**config.mk**
```make
export PLATFORM = sky130hd
export DESIGN_NAME = l_fifo_reader
export DESIGN_NICKNAME = d
export VERILOG_FILES = /design/src/rtl/l_fifo_reader.sv
export SDC_FILE = /design/constraint.sdc
export NUM_CORES = 1
export LEC_CHECK = 0
export ABC_AREA = 1
export BUFFER_PORTS_ARGS = -buffer_cell sky130_fd_sc_hd__buf_2
export CAP_MARGIN = 20
export CORE_MARGIN = 4
export CORE_UTILIZATION = 45
export CTS_CLUSTER_DIAMETER = 100
export CTS_CLUSTER_SIZE = 25
export DETAILED_ROUTE_END_ITERATION = 16
export GPL_TIMING_DRIVEN = 0
export PLACE_DENSITY = 0.63
export SLEW_MARGIN = 15
export SYNTH_ARGS = -nofsm -noshare
export SYNTH_HDL_FRONTEND = slang
export SYNTH_SLANG_ARGS = --single-unit
```
**constraint.sdc**
```tcl
create_clock -name clk -period 5.7 [get_ports clk]
set_input_delay 0.285 -clock clk [delete_from_list [all_inputs] [get_ports clk]]
set_output_delay 0.285 -clock clk [all_outputs]
set_load 0.02 [all_outputs]
```
**src/rtl/l_fifo_reader.sv**
```systemverilog
// Drains an 8-bit synchronous FIFO with a 1-cycle read latency and packs the bytes
// little-endian into words presented on a valid/ready stream. It also counts starved cycles.
module l_fifo_reader #(
   parameter int DATA_WIDTH     = 8,
   parameter int BYTES_PER_WORD = 2,
   parameter int PRIME_EN       = 1,
   parameter int CNT_WIDTH      = 16
) (
   input  logic                                 clk,
   input  logic                                 rst,
   input  logic                                 en,
   output logic                                 fifo_rd_en,
   input  logic [DATA_WIDTH-1:0]                fifo_rd_data,
   input  logic                                 fifo_rd_empty,
   input  logic                                 fifo_almost_empty,
   output logic                                 m_valid,
   output logic [DATA_WIDTH*BYTES_PER_WORD-1:0] m_data,
   input  logic                                 m_ready,
   output logic [CNT_WIDTH-1:0]                 underrun_cnt,
   output logic                                 running
);

   localparam int WW = DATA_WIDTH * BYTES_PER_WORD;
   localparam int HW = $clog2(BYTES_PER_WORD + 1);

   typedef enum logic [1:0] {IDLE = 2'd0, PRIME = 2'd1, RUN = 2'd2} state_t;

   state_t          state_q, state_d;
   logic [HW-1:0]   bytes_held;
   logic            inflight;
   logic [WW-1:0]   asm_q, asm_fill;
   logic            word_done, xfer;
   logic [4:0]      occ;

   // Stream handshake: a word moves when m_valid and m_ready are both high at a clk edge.
   // While m_valid is high and m_ready is low, m_data is held stable.
   always_comb begin
      state_d = state_q;
      case (state_q)
         IDLE:    if (en) state_d = (PRIME_EN != 0) ? PRIME : RUN;
         PRIME:   if (!en) state_d = IDLE;
                  else if (!fifo_almost_empty) state_d = RUN;
         RUN:     if (!en) state_d = IDLE;
         default: state_d = IDLE;
      endcase
   end

   // A byte landing in the last free slot completes the word in the same cycle.
   // This lets a full word leave every BYTES_PER_WORD cycles without a bubble.
   always_comb begin
      asm_fill = asm_q;
      if (inflight) begin
         for (int i = 0; i < BYTES_PER_WORD; i++) begin
            if (HW'(i) == bytes_held) asm_fill[i*DATA_WIDTH +: DATA_WIDTH] = fifo_rd_data;
         end
      end
      word_done  = (bytes_held == HW'(BYTES_PER_WORD)) ||
                   (inflight && (bytes_held == HW'(BYTES_PER_WORD - 1)));
      xfer       = word_done && (!m_valid || m_ready);
      occ        = 5'(bytes_held) + 5'(inflight) - (xfer ? 5'(BYTES_PER_WORD) : 5'd0);
      fifo_rd_en = (state_q == RUN) && en && !fifo_rd_empty && (occ < 5'(BYTES_PER_WORD));
   end

   always_ff @(posedge clk) begin
      if (rst) begin
         state_q      <= IDLE;
         bytes_held   <= '0;
         inflight     <= 1'b0;
         asm_q        <= '0;
         m_valid      <= 1'b0;
         m_data       <= '0;
         underrun_cnt <= '0;
      end else begin
         state_q  <= state_d;
         inflight <= fifo_rd_en;
         if (xfer) begin
            m_data  <= asm_fill;
            m_valid <= 1'b1;
            // A word full from earlier cycles leaves slot 0 free for a byte landing now.
            if (inflight && (bytes_held == HW'(BYTES_PER_WORD))) begin
               asm_q[DATA_WIDTH-1:0] <= fifo_rd_data;
               bytes_held            <= HW'(1);
            end else begin
               bytes_held <= '0;
            end
         end else begin
            if (m_valid && m_ready) m_valid <= 1'b0;
            if (inflight) begin
               asm_q      <= asm_fill;
               bytes_held <= bytes_held + 1'b1;
            end
         end
         if ((state_q == RUN) && m_ready && !m_valid && fifo_rd_empty && !inflight &&
             (underrun_cnt != '1))
            underrun_cnt <= underrun_cnt + 1'b1;
      end
   end

   assign running = (state_q == RUN);

endmodule

```
Yosys cells after proc, flatten, opt, wreduce, memory -nomap -nowiden:

Cells that the tools add are included.

* memory bits (read-only): 0
* bits in registers: 54
* memories: 0
* logic and storage cells: 65
* RAM bits: 0
* input port bits: 14
* output and inout bits: 35
* latch bits: 0

* shifts and indexed selects: 0
* add/subtract/negate cells: 4
* divide/modulo/power cells: 0
* bitwise gates (word level): 1
* multiply operators: 0
* reduce and logical (&&, ||, !) cells: 24
* equality and inequality tests: 10
* order comparisons: 1
* mux-type cells: 17

Operators by type and width (count)
* 2-to-1 mux 8 bit: 5
* adder 16 x 1 -> 16 bit, second input constant: 1
* 2-to-1 mux 16 bit: 1
* != test 16 bit, second input constant: 1
* 2-to-1 mux 2 bit: 7
* logical AND 1 bit: 12
* one-hot mux 2 bit (3 select lines): 1
* less-than comparator 5 x 2 -> 1 bit, second input constant: 1
* == test 2 x 1 -> 1 bit, second input constant: 2
* == test 2 bit, second input constant: 2
* logical NOT 2 bit: 2
* != test 2 bit, second input constant: 2
* AND reduction 2 bit: 2
* nonzero test 2 bit: 2
* subtractor 3 x 2 -> 4 bit: 1
* adder 2 x 1 -> 3 bit: 1
* logical NOT 1 bit: 3
* 2-to-1 mux 1 bit: 3
* != test 3 bit, second input constant: 1
* AND reduction 3 bit: 1
* adder 2 x 1 -> 2 bit, second input constant: 1
* == test 1 x 2 -> 1 bit, first input constant: 1
* logical OR 1 bit: 2
* != test 2 x 1 -> 1 bit, second input constant: 1
* NOT 1 bit: 1

Depth between registers and ports, before layout:

Gate-level depths: netlist of the first run.

* word-level depth: 8
* gate-level depth with buffers: 14
* mapped depth without buffers: 13

Worst setup path after synthesis of the first run:

No wires, ideal clock.

* path type: flip-flop to output port
* start point: reg bytes_held[1]
* end point: out fifo_rd_en
* required time: 5415 ps
* stages on the path, launching flop included: 13
* path buffers: 1
* data arrival time: 2237 ps
* path slack: 3178 ps
* cells stage by stage: dfxtp_1 inv_1 ha_1 nand2_4 nand2_2 nand2_4 inv_4 buf_4 ha_1 inv_1 ha_1 o211ai_1 nor3_1

* word-level cells in the longest chain between the ends: 8
* elaborated cells between the ends (all ways): 10
* those cells by class: add/sub (2); order compare (1); eq/ne (2); mux (1); reduce/logical (4)

RTL lines
* start, declared: RTL line 29 `logic [HW-1:0] bytes_held;`
* start signal, assigned: RTL line 90 `bytes_held <= bytes_held + 1'b1;`
* == test 2 x 1 -> 1 bit: RTL line 58 `(inflight && (bytes_held == HW'(BYTES_PER_WORD - 1)));`
* logical AND 1 bit: RTL line 58
* logical OR 1 bit *: RTL line 57 `word_done = (bytes_held == HW'(BYTES_PER_WORD)) ||`
* logical AND 1 bit *: RTL line 59 `xfer = word_done && (!m_valid || m_ready);`
* named net xfer: RTL line 32 `logic word_done, xfer;`
* 2-to-1 mux 2 bit *: RTL line 60 `occ = 5'(bytes_held) + 5'(inflight) - (xfer ? 5'(BYTES_PER_WORD) : 5'd0);`
* subtractor 3 x 2 -> 4 bit *: RTL line 60
* less-than comparator 5 x 2 -> 1 bit *: RTL line 61 `fifo_rd_en = (state_q == RUN) && en && !fifo_rd_empty && (occ < 5'(BYTES_PER_WORD));`
* logical AND 1 bit *: RTL line 61
* end, declared: RTL line 12 `output logic fifo_rd_en,`

Mark *: on every way through the listed nets, which the timed path passes. The rest lies on a longest branch.

Worst setup path in the final report of the first run:

* start point: reg bytes_held[0]
* end point: out fifo_rd_en

Same word-level chain as after synthesis.

==> results of run 1 <==
-- worst max path at each step --
stage | cells past startpoint | slack [ns] | to | from
4_1_cts | 13 | 2.76 | fifo_rd_en | bytes_held[0]
2_1_floorplan | 12 | 3.18 | fifo_rd_en | bytes_held[1]
6_report | 13 | 2.76 | fifo_rd_en | bytes_held[0]
3_3_place_gp | 13 | 3.16 | fifo_rd_en | bytes_held[1]
5_1_grt | 13 | 2.56 | fifo_rd_en | bytes_held[1]
3_5_place_dp | 13 | 3.13 | fifo_rd_en | bytes_held[1]
-- cells by family (layout without fill, tap and decap cells) --
kind of cell | Yosys count | count (layout) | synth area share [%]
XOR/XNOR | 1 | 1 | 0.3144
AO/OA/AOI/OAI | 79 | 79 | 15.94
adder cells (fa/ha/maj) | 8 | 8 | 3.592
buffers and inverters | 49 | 105 | 8.981
flip-flops | 54 | 54 | 38.80
AND/OR/NAND/NOR | 206 | 206 | 32.38
-- flip-flops by register name, summed over array words and instances (netlist names) --
| name | flops |
|---|---|
| inflight | 1 |
| state_q | 2 |
| bytes_held | 2 |
| m_valid | 1 |
| m_data | 16 |
| asm_q | 16 |
| underrun_cnt | 16 |
-- area by class of cell --
cell class,instances,area (um2)
buffer,16,123.9
clock buffer,5,68.82
clock inverter,3,45.04
fill,622,2721
inverter,33,126.4
multi-input combinational,294,1455
sequential,54,1081
tap,75,93.84
timing repair buffer,48,240.2
-- cell usage in the layout (no fill, tap or decap), drive strengths merged, types with 8 or more instances in the layout --
cell type / n
dfxtp: 54
nor2: 70
ha: 8
nand3: 24
a21oi: 44
a211oi: 8
nand2: 106
clkbuf: 9
o21ai: 26
buf: 60
inv: 33
-- per-stage QoR --
| step | cell area, um2 | setup WS [ns] | cells | hold WS, ns | power (mW) |
|---|---|---|---|---|---|
| 6_report | 3234 | 2.762 | 528 | 0.2189 | 0.6671 |
| 5_1_grt | 3234 | 2.563 | 528 | 0.2433 | 0.6938 |
| 4_1_cts | 3234 | 2.756 | 528 | 0.2036 | 0.6756 |
| 3_5_place_dp | 3120 | 3.128 | 520 | 0.4536 | 0.4102 |
| 3_3_place_gp | 3120 | 3.164 | 520 | 0.4498 | 0.4099 |
| 2_1_floorplan | 2786 | 3.178 | 397 | 0.4236 | 0.4006 |
-- per-layer routing --
metal | wire length (um) | track usage, %
met5 | 0 | 0
met4 | 61 | 4.674
met3 | 326 | 3.517
met2 | 2854 | 28.93
met1 | 3454 | 28.16
-- worst register-to-register path, stage by stage, from the launching register on --
cell	delay [ns]
dfxtp_1	0.41
inv_1	0.10
ha_1	0.28
inv_1	0.09
nand2_2	0.07
nand2_4	0.10
inv_4	0.08
buf_4	0.19
ha_1	0.29
inv_1	0.04
ha_1	0.26
o211ai_1	0.11
nor4_1	0.19
-- report_power, final --
| group | internal [mW] | switching, mW |
|---|---|---|
| combinational | 0.00763 | 0.0148 |
| sequential | 0.378 | 0.000654 |
| clock | 0.131 | 0.135 |
==> results_dict.tcl, run 1 <==
set metrics [dict create \
    grt_usage_pct 19.17 \
    die_x_um 86.69 \
    hold_viol_final 0 \
    drtIter0Drc 133 \
    clk_latency_ns 0.31 \
    clockBufferDepth 2 \
    place.gp.congestion 0.8307 \
    avgSynthCellArea_um2 7.019 \
    drive_above_1_share_pct 19.65 \
    drt_first_pass_iters 4 \
    clockRootBuffer "clkbuf_8" \
    clkTransAtPathRegs_ns 0.11 \
    yosysWarnings 0 \
    start_kind "flop" \
    p_per_area_mw_per_mm2 206.2 \
    synth_top_area_cell "dfxtp_1" \
    cts_setup_buffers 0 \
    synth_commonest_cells "nand2_1 (101), nor2_1 (63), dfxtp_1 (54)" \
    reg2reg_to "inflight" \
    drv_slew 0 \
    rows 28 \
    critPathBufInv 6 \
    synth_most_common_cell "nand2_1" \
    reg2reg_depth 12 \
    crit_type "reg2out" \
    hpwl_mm 4.929 \
    max_stage_delay_ns 0.41 \
    ys_types 30 \
    path_cells "inv_1 > ha_1 > inv_1 > nand2_2 > nand2_4 > inv_4 > buf_4 > ha_1 > inv_1 > ha_1 > o211ai_1 > nor3_1 > buf_2" \
    ant_nets 0 \
    diodes 0 \
    fmax_ghz 0.3404 \
    peakVddDrop_v 0.0001124 \
    ys.flop_type "dfxtp_1" \
    initial_core_util_pct 46.79 \
    synth_nets 419 \
    drt_wl_total_mm 6.697 \
    hold_path_class "in2reg" \
    cp.arrival_ns 2.65 \
    critPathMaxFanout 11 \
    die_h_um 86.69 \
    worstHoldStart "fifo_almost_empty" \
    worstHoldEndpoint "state_q[0]" \
    hold_buffers 0 \
    core_mm2 0.005956 \
    antenna_found_initial 0 \
    holdPathStages 3 \
    num_vias 2657 \
    tightest_slew_ns 0.5546 \
    htreeDepth 2 \
    drc 0 \
    overflow 0 \
    synth-seq-cells 54 \
    p_leak_nw 1.378 \
    die_area_mm2 0.007515 \
    synth.top_cell.area_share_pct 38.80 \
    cts_tree "yes" \
    ys_seq_area_share_pct 38.80 \
    cts_resized 0 \
    status "finished clean" \
    grt_pass1_vias 2602 \
    rrSetupSlack_ns 3.41 \
    period_share_pct 51.54 \
    wl_per_cell_um 12.68 \
    finalSetupViolCount 0 \
    grt_max_degree 18 \
    critical_path.top_delay_family "adder cells" \
    cts.sink_count 54 \
    slowest_stage "dfxtp_1" \
    synth.area.top_cells "dfxtp_1 (39%), nand2_1 (14%), nor2_1 (8.5%), a21oi_1 (7.9%), nand3_1 (4.1%)" \
    cp-end-kind "output port" \
    syn_area_mm2 0.002786 \
    slew_headroom_pct 63.03 \
    syn-instance-count 397 \
    vias_per_cell 5.032 \
    cts_buffers 5 \
    io-pin-count 49 \
    final_util_pct 54.31 \
    area_delta_synth_final_pct 16.08 \
    async_reset_ff_share_pct 0 \
    cp.required_ns 5.41 \
    synth_edf_count 0 \
    tns_ns 0 \
    reg2reg_from "bytes_held[0]" \
    io_buffers 48 \
    fin_worst_skew_ns 0.009662 \
    grt_first_pass_wirelength_mm 11.74 \
    post-route-min-period_ns 2.938 \
    rsz0062_at_grt "false" \
    drv_cap 0 \
    final_nets 474 \
]
No activity file was read; power rests on OpenSTA's default activity.
==> run 2, diff against run 1 <==
--- a/config.mk
+++ b/config.mk
@@ -14,7 +14,7 @@
 export CTS_CLUSTER_SIZE = 25
 export DETAILED_ROUTE_END_ITERATION = 16
 export GPL_TIMING_DRIVEN = 0
-export PLACE_DENSITY = 0.63
+export PLACE_DENSITY = 0.66
 export SLEW_MARGIN = 15
 export SYNTH_ARGS = -nofsm -noshare
 export SYNTH_HDL_FRONTEND = slang
==> constraint.sdc (replaced) <==
create_clock -name clk -period 2.5 [get_ports clk]
set_input_delay 0.125 -clock clk [delete_from_list [all_inputs] [get_ports clk]]
set_output_delay 0.125 -clock clk [all_outputs]
set_load 0.02 [all_outputs]
==> run 2 against run 1 <==
Critical path depth decreased by 1. Cell count is 1.9% higher. Routed wire length is 3.4% lower. Via count up 2.2%. Setup slack got worse by 2.6 ns. Global-route usage is 1.3 points lower. Clock power is 130% higher. Sequential power up 130%.
==> results_dict.tcl, run 2 (same netlist as run 1, synthesis figures left out) <==
set metrics [dict create \
    status "finished clean" \
    clkTransAtPathRegs_ns 0.10 \
    drc 0 \
    cts_tree "yes" \
    core_mm2 0.005956 \
    hold_buffers 0 \
    drtIter0Drc 113 \
    cp.arrival_ns 2.26 \
    critPathMaxFanout 5 \
    area_delta_synth_final_pct 20.97 \
    antenna_found_initial 0 \
    final_common_cell "nand2_1" \
    final_cell_mix "nand2_1 (101), nor2_1 (63), dfxtp_1 (52)" \
    p_leak_nw 1.449 \
    cts_buffers 5 \
    post-route-min-period_ns 2.382 \
    rrSetupSlack_ns 0.64 \
    hold_viol_final 0 \
    overflow 0 \
    setup_slack_ns 0.1175 \
    wl_per_cell_um 12.02 \
    rsz0062_at_grt "false" \
    multi_input_area_mm2 0.001493 \
    htreeDepth 2 \
    die_h_um 86.69 \
    tns_ns 0 \
    place.gp.congestion 0.8447 \
    wl_met1_mm 3.262 \
    grt_first_pass_wirelength_mm 11.03 \
    reg2reg_to "inflight" \
    die_x_um 86.69 \
    crit_end "fifo_rd_en" \
    start_kind "flop" \
    peakVddDrop_v 0.0003840 \
    fin_worst_skew_ns 0.01181 \
    p_per_area_mw_per_mm2 453.0 \
    grt_pass1_vias 2470 \
    top_regs "asm_q x16, m_data x16, underrun_cnt x16" \
    hpwl_mm 4.783 \
    highest_layer "met4" \
    grt_usage_pct 17.84 \
    fmax_ghz 0.4197 \
    grt_max_degree 19 \
    regArea_mm2 0.001086 \
    reg2reg_from "bytes_held[1]" \
    period_share_pct 95.30 \
    die_area_mm2 0.007515 \
    final_util_pct 56.60 \
    final_nets 484 \
    io-pin-count 49 \
    num_vias 2716 \
    clockRootBuffer "clkbuf_8" \
    drv_slew 0 \
    drive_above_1_share_pct 23.33 \
    crit_type "reg2out" \
    ant_nets 0 \
    drv_cap 0 \
    met3WireLength_um 339 \
    initial_core_util_pct 46.79 \
    cp.required_ns 2.38 \
    rows 28 \
    whs_ns 0.05983 \
    hold_path_class "in2reg" \
    tightest_slew_ns 0.6052 \
    finalSetupViolCount 0 \
    clockBufferDepth 2 \
    drt_first_pass_iters 4 \
    dp_slack_ns 0.09766 \
    diodes 0 \
    drt_wl_total_mm 6.466 \
    dr_wl_met2_mm 2.791 \
    io_buffers 48 \
    vias_per_cell 5.048 \
    slew_headroom_pct 59.65 \
    cp-end-kind "output port" \
    nFillCells 599 \
    cts.sink_count 54 \
    reg2reg_depth 11 \
    clk_latency_ns 0.31 \
    startpoint "bytes_held[1]" \
]
-- run 2: cell count changes in the layout (fill, tap and decap cells not counted), sizes merged --
cell      delta
clkinvlp     -2
clkinv       +2
buf         +10
-- run 2: final cells by class --
class | count | share of cell area [%]
Buffer | 15 | 3.452
Clock buffer | 5 | 2.042
Clock inverter | 3 | 1.411
Inverter | 33 | 4.120
Multi-Input combinational cell | 294 | 44.28
Sequential cell | 54 | 32.22
Tap cell | 75 | 2.784
Timing Repair Buffer | 59 | 9.688
-- run 2: repair_timing --
item / in CTS / in global routing
cloned: 0 / 0
gates resized for setup: 6 / 11
pin swaps: 0 / 6
endpoints found under the setup margin: 1 / 1
buffers inserted: 2 / 9
-- run 2: worst min-delay path by stage --
stage,from,end,slack (ns),cells past startpoint
after global routing,en,state_q[0],0.08,3
after detailed placement,fifo_almost_empty,state_q[0],0.39,3
after floorplan,en,state_q[0],0.26,2
after global placement,fifo_almost_empty,state_q[0],0.36,3
after CTS,fifo_almost_empty,state_q[0],0.06,3
final,fifo_almost_empty,state_q[0],0.06,3
-- run 2: power by group --
| part | leakage (nW) | internal [mW] | switching [mW] |
|---|---|---|---|
| clock network | 0.0587 | 0.304 | 0.309 |
| logic | 0.953 | 0.0176 | 0.0344 |
| registers | 0.436 | 0.861 | 0.00154 |
-- run 2: critical path, cell delays in order (launching register included) --
cell,delay (ns)
dfxtp_4,0.37
buf_6,0.12
ha_4,0.16
inv_2,0.05
nand2_2,0.05
nand2_4,0.11
clkinv_8,0.07
ha_4,0.25
inv_1,0.03
ha_1,0.27
o211ai_1,0.11
nor3_1,0.18
buf_2,0.19
-- run 2: stage by stage --
stage | cells | cell area [um2] | total power, mW
after detailed placement | 520 | 3120 | 0.9353
after global placement | 520 | 3120 | 0.9346
after global routing | 538 | 3371 | 1.581
after floorplan | 397 | 2786 | 0.9133
after CTS | 529 | 3257 | 1.542
final | 538 | 3371 | 1.527
-- run 2: per-layer routing --
metal / vias to the layer above / global-route usage, %
li1: 1420 / -
met1: 1221 / 25.18
met2: 68 / 28.16
met3: 7 / 3.137
met4: 0 / 4.533
met5: - / 0
==> run 3, diff against run 2 <==
--- a/config.mk
+++ b/config.mk
@@ -8,13 +8,14 @@
 export ABC_AREA = 1
 export BUFFER_PORTS_ARGS = -buffer_cell sky130_fd_sc_hd__buf_2
 export CAP_MARGIN = 20
+export CORE_ASPECT_RATIO = 1.4
 export CORE_MARGIN = 4
-export CORE_UTILIZATION = 45
+export CORE_UTILIZATION = 50
 export CTS_CLUSTER_DIAMETER = 100
 export CTS_CLUSTER_SIZE = 25
 export DETAILED_ROUTE_END_ITERATION = 16
 export GPL_TIMING_DRIVEN = 0
-export PLACE_DENSITY = 0.66
+export PLACE_DENSITY = 0.72
 export SLEW_MARGIN = 15
 export SYNTH_ARGS = -nofsm -noshare
 export SYNTH_HDL_FRONTEND = slang
==> run 3 against run 2 <==
Cell area is 1.1% lower. Fmax is 0.45% lower. Combinational power is 1% lower. Largest power group unchanged.
==> results_dict.tcl, run 3 (same netlist as run 1, synthesis figures left out) <==
set metrics [dict create \
    hpwl_mm 4.924 \
    initial_core_util_pct 52.82 \
    rows 31 \
    setup_slack_ns 0.1067 \
    dp_cells 511 \
    met3WireLength_um 306 \
    power_mw 1.499 \
    startpoint "bytes_held[1]" \
    grt_max_degree 19 \
    final_cell_mix "nand2_1 (101), nor2_1 (63), dfxtp_1 (52)" \
    slowest_stage "dfxtp_4" \
    fin_cells 527 \
    finalSetupViolCount 0 \
    clockBufferDepth 2 \
    io-pin-count 49 \
    drc 0 \
    top_regs "asm_q x16, m_data x16, underrun_cnt x16" \
    cts.sink_count 54 \
    hold_path_class "in2reg" \
    grt_pass1_vias 2430 \
    cts_buffers 5 \
    tightest_slew_ns 0.5496 \
    place.gp.congestion 0.8899 \
    final_cell_area_mm2 0.003333 \
    drt_wl_total_mm 6.639 \
    fmax_ghz 0.4178 \
    period_share_pct 95.73 \
    final_common_cell "nand2_1" \
    final_nets 482 \
    post-route-min-period_ns 2.393 \
    grt_first_pass_wirelength_mm 10.70 \
    p_leak_nw 1.429 \
    ant_nets 0 \
    htreeDepth 2 \
    crit_type "reg2out" \
    clkTransAtPathRegs_ns 0.10 \
    grt_usage_pct 19.30 \
    drive_above_1_share_pct 22.34 \
    drt_first_pass_iters 5 \
    p_per_area_mw_per_mm2 449.9 \
    critPathMaxFanout 6 \
    tns_ns 0 \
    wl_per_cell_um 12.60 \
    io_buffers 48 \
    cp.arrival_ns 2.27 \
    reg2reg_to "inflight" \
    core_mm2 0.005275 \
    reg2reg_from "bytes_held[1]" \
    clk_latency_ns 0.31 \
    start_kind "flop" \
    overflow 0 \
    whs_ns 0.06234 \
    num_vias 2709 \
    drv_slew 0 \
    placed_area_mm2 0.003109 \
    vias_per_cell 5.140 \
    slew_headroom_pct 63.36 \
    highest_layer "met4" \
    antenna_found_initial 0 \
    final_util_pct 63.19 \
    area_delta_synth_final_pct 19.62 \
    cp-end-kind "output port" \
    clockRootBuffer "clkbuf_8" \
    dr_wl_met2_mm 3.487 \
    crit_end "fifo_rd_en" \
    max_stage_delay_ns 0.40 \
    rrSetupSlack_ns 0.55 \
    diodes 0 \
    hold_viol_final 0 \
    cts_tree "yes" \
    path_cells "inv_4 > ha_4 > nand2_4 > nand2_2 > nand2_4 > clkinv_8 > ha_4 > inv_1 > ha_1 > o211ai_1 > nor3_1 > buf_2" \
    dp_slack_ns 0.1255 \
    reg2reg_depth 12 \
    die_area_mm2 0.006848 \
    drv_cap 0 \
    die_h_um 96.33 \
    cp.required_ns 2.38 \
    wl_met1_mm 2.704 \
    peakVddDrop_v 0.0003139 \
    fin_worst_skew_ns 0.005134 \
    status "finished clean" \
    drtIter0Drc 117 \
    die_x_um 71.09 \
]
-- run 3: worst max-delay path, delay by kind of cell (launching register included) --
| kind | cells | cell delay (ns) |
|---|---|---|
| AOI/OAI and AO/OA | 1 | 0.10 |
| adders and majority gates | 3 | 0.68 |
| buffers and inverters | 4 | 0.35 |
| DFF | 1 | 0.40 |
| and+or+nand+nor | 4 | 0.42 |
-- run 3: where the power goes --
group	internal [mW]	total [mW]	switching (mW)
Combinational	0.0175	0.0514	0.0339
Sequential	0.860	0.861	0.00167
Clock	0.300	0.587	0.286
-- run 3: worst min-delay path by stage --
| stage | start | end | slack [ns] | depth (start not counted) |
|---|---|---|---|---|
| 2_1_floorplan | en | state_q[0] | 0.26 | 2 |
| 3_3_place_gp | fifo_almost_empty | state_q[0] | 0.36 | 3 |
| 3_5_place_dp | fifo_almost_empty | state_q[0] | 0.38 | 3 |
| 4_1_cts | fifo_almost_empty | state_q[0] | 0.05 | 3 |
| 5_1_grt | en | state_q[0] | 0.09 | 3 |
| 6_report | fifo_almost_empty | state_q[0] | 0.06 | 3 |
-- run 3: area by class of cell --
cell class / count / area [um2]
buffer: 15 / 116.4
multi-input combinational: 294 / 1493
sequential: 54 / 1089
fill: 487 / 1942
inverter: 33 / 138.9
tap: 66 / 82.58
timing repair buffer: 57 / 307.8
clock buffer: 7 / 76.32
clock inverter: 1 / 30.03
-- run 3: what timing repair did --
action / in CTS / in global routing
pin swaps: 0 / 4
hold buffers: 0 / 0
gates resized for setup: 5 / 11
setup buffers: 0 / 10
endpoints found under the setup margin: 1 / 1
gates cloned: 0 / 0
-- run 3: routing by layer --
metal | vias up | track usage, %
met5 | - | 0
met4 | 0 | 8.150
met3 | 9 | 2.926
met2 | 74 | 36.61
met1 | 1217 | 21.13
li1 | 1409 | -
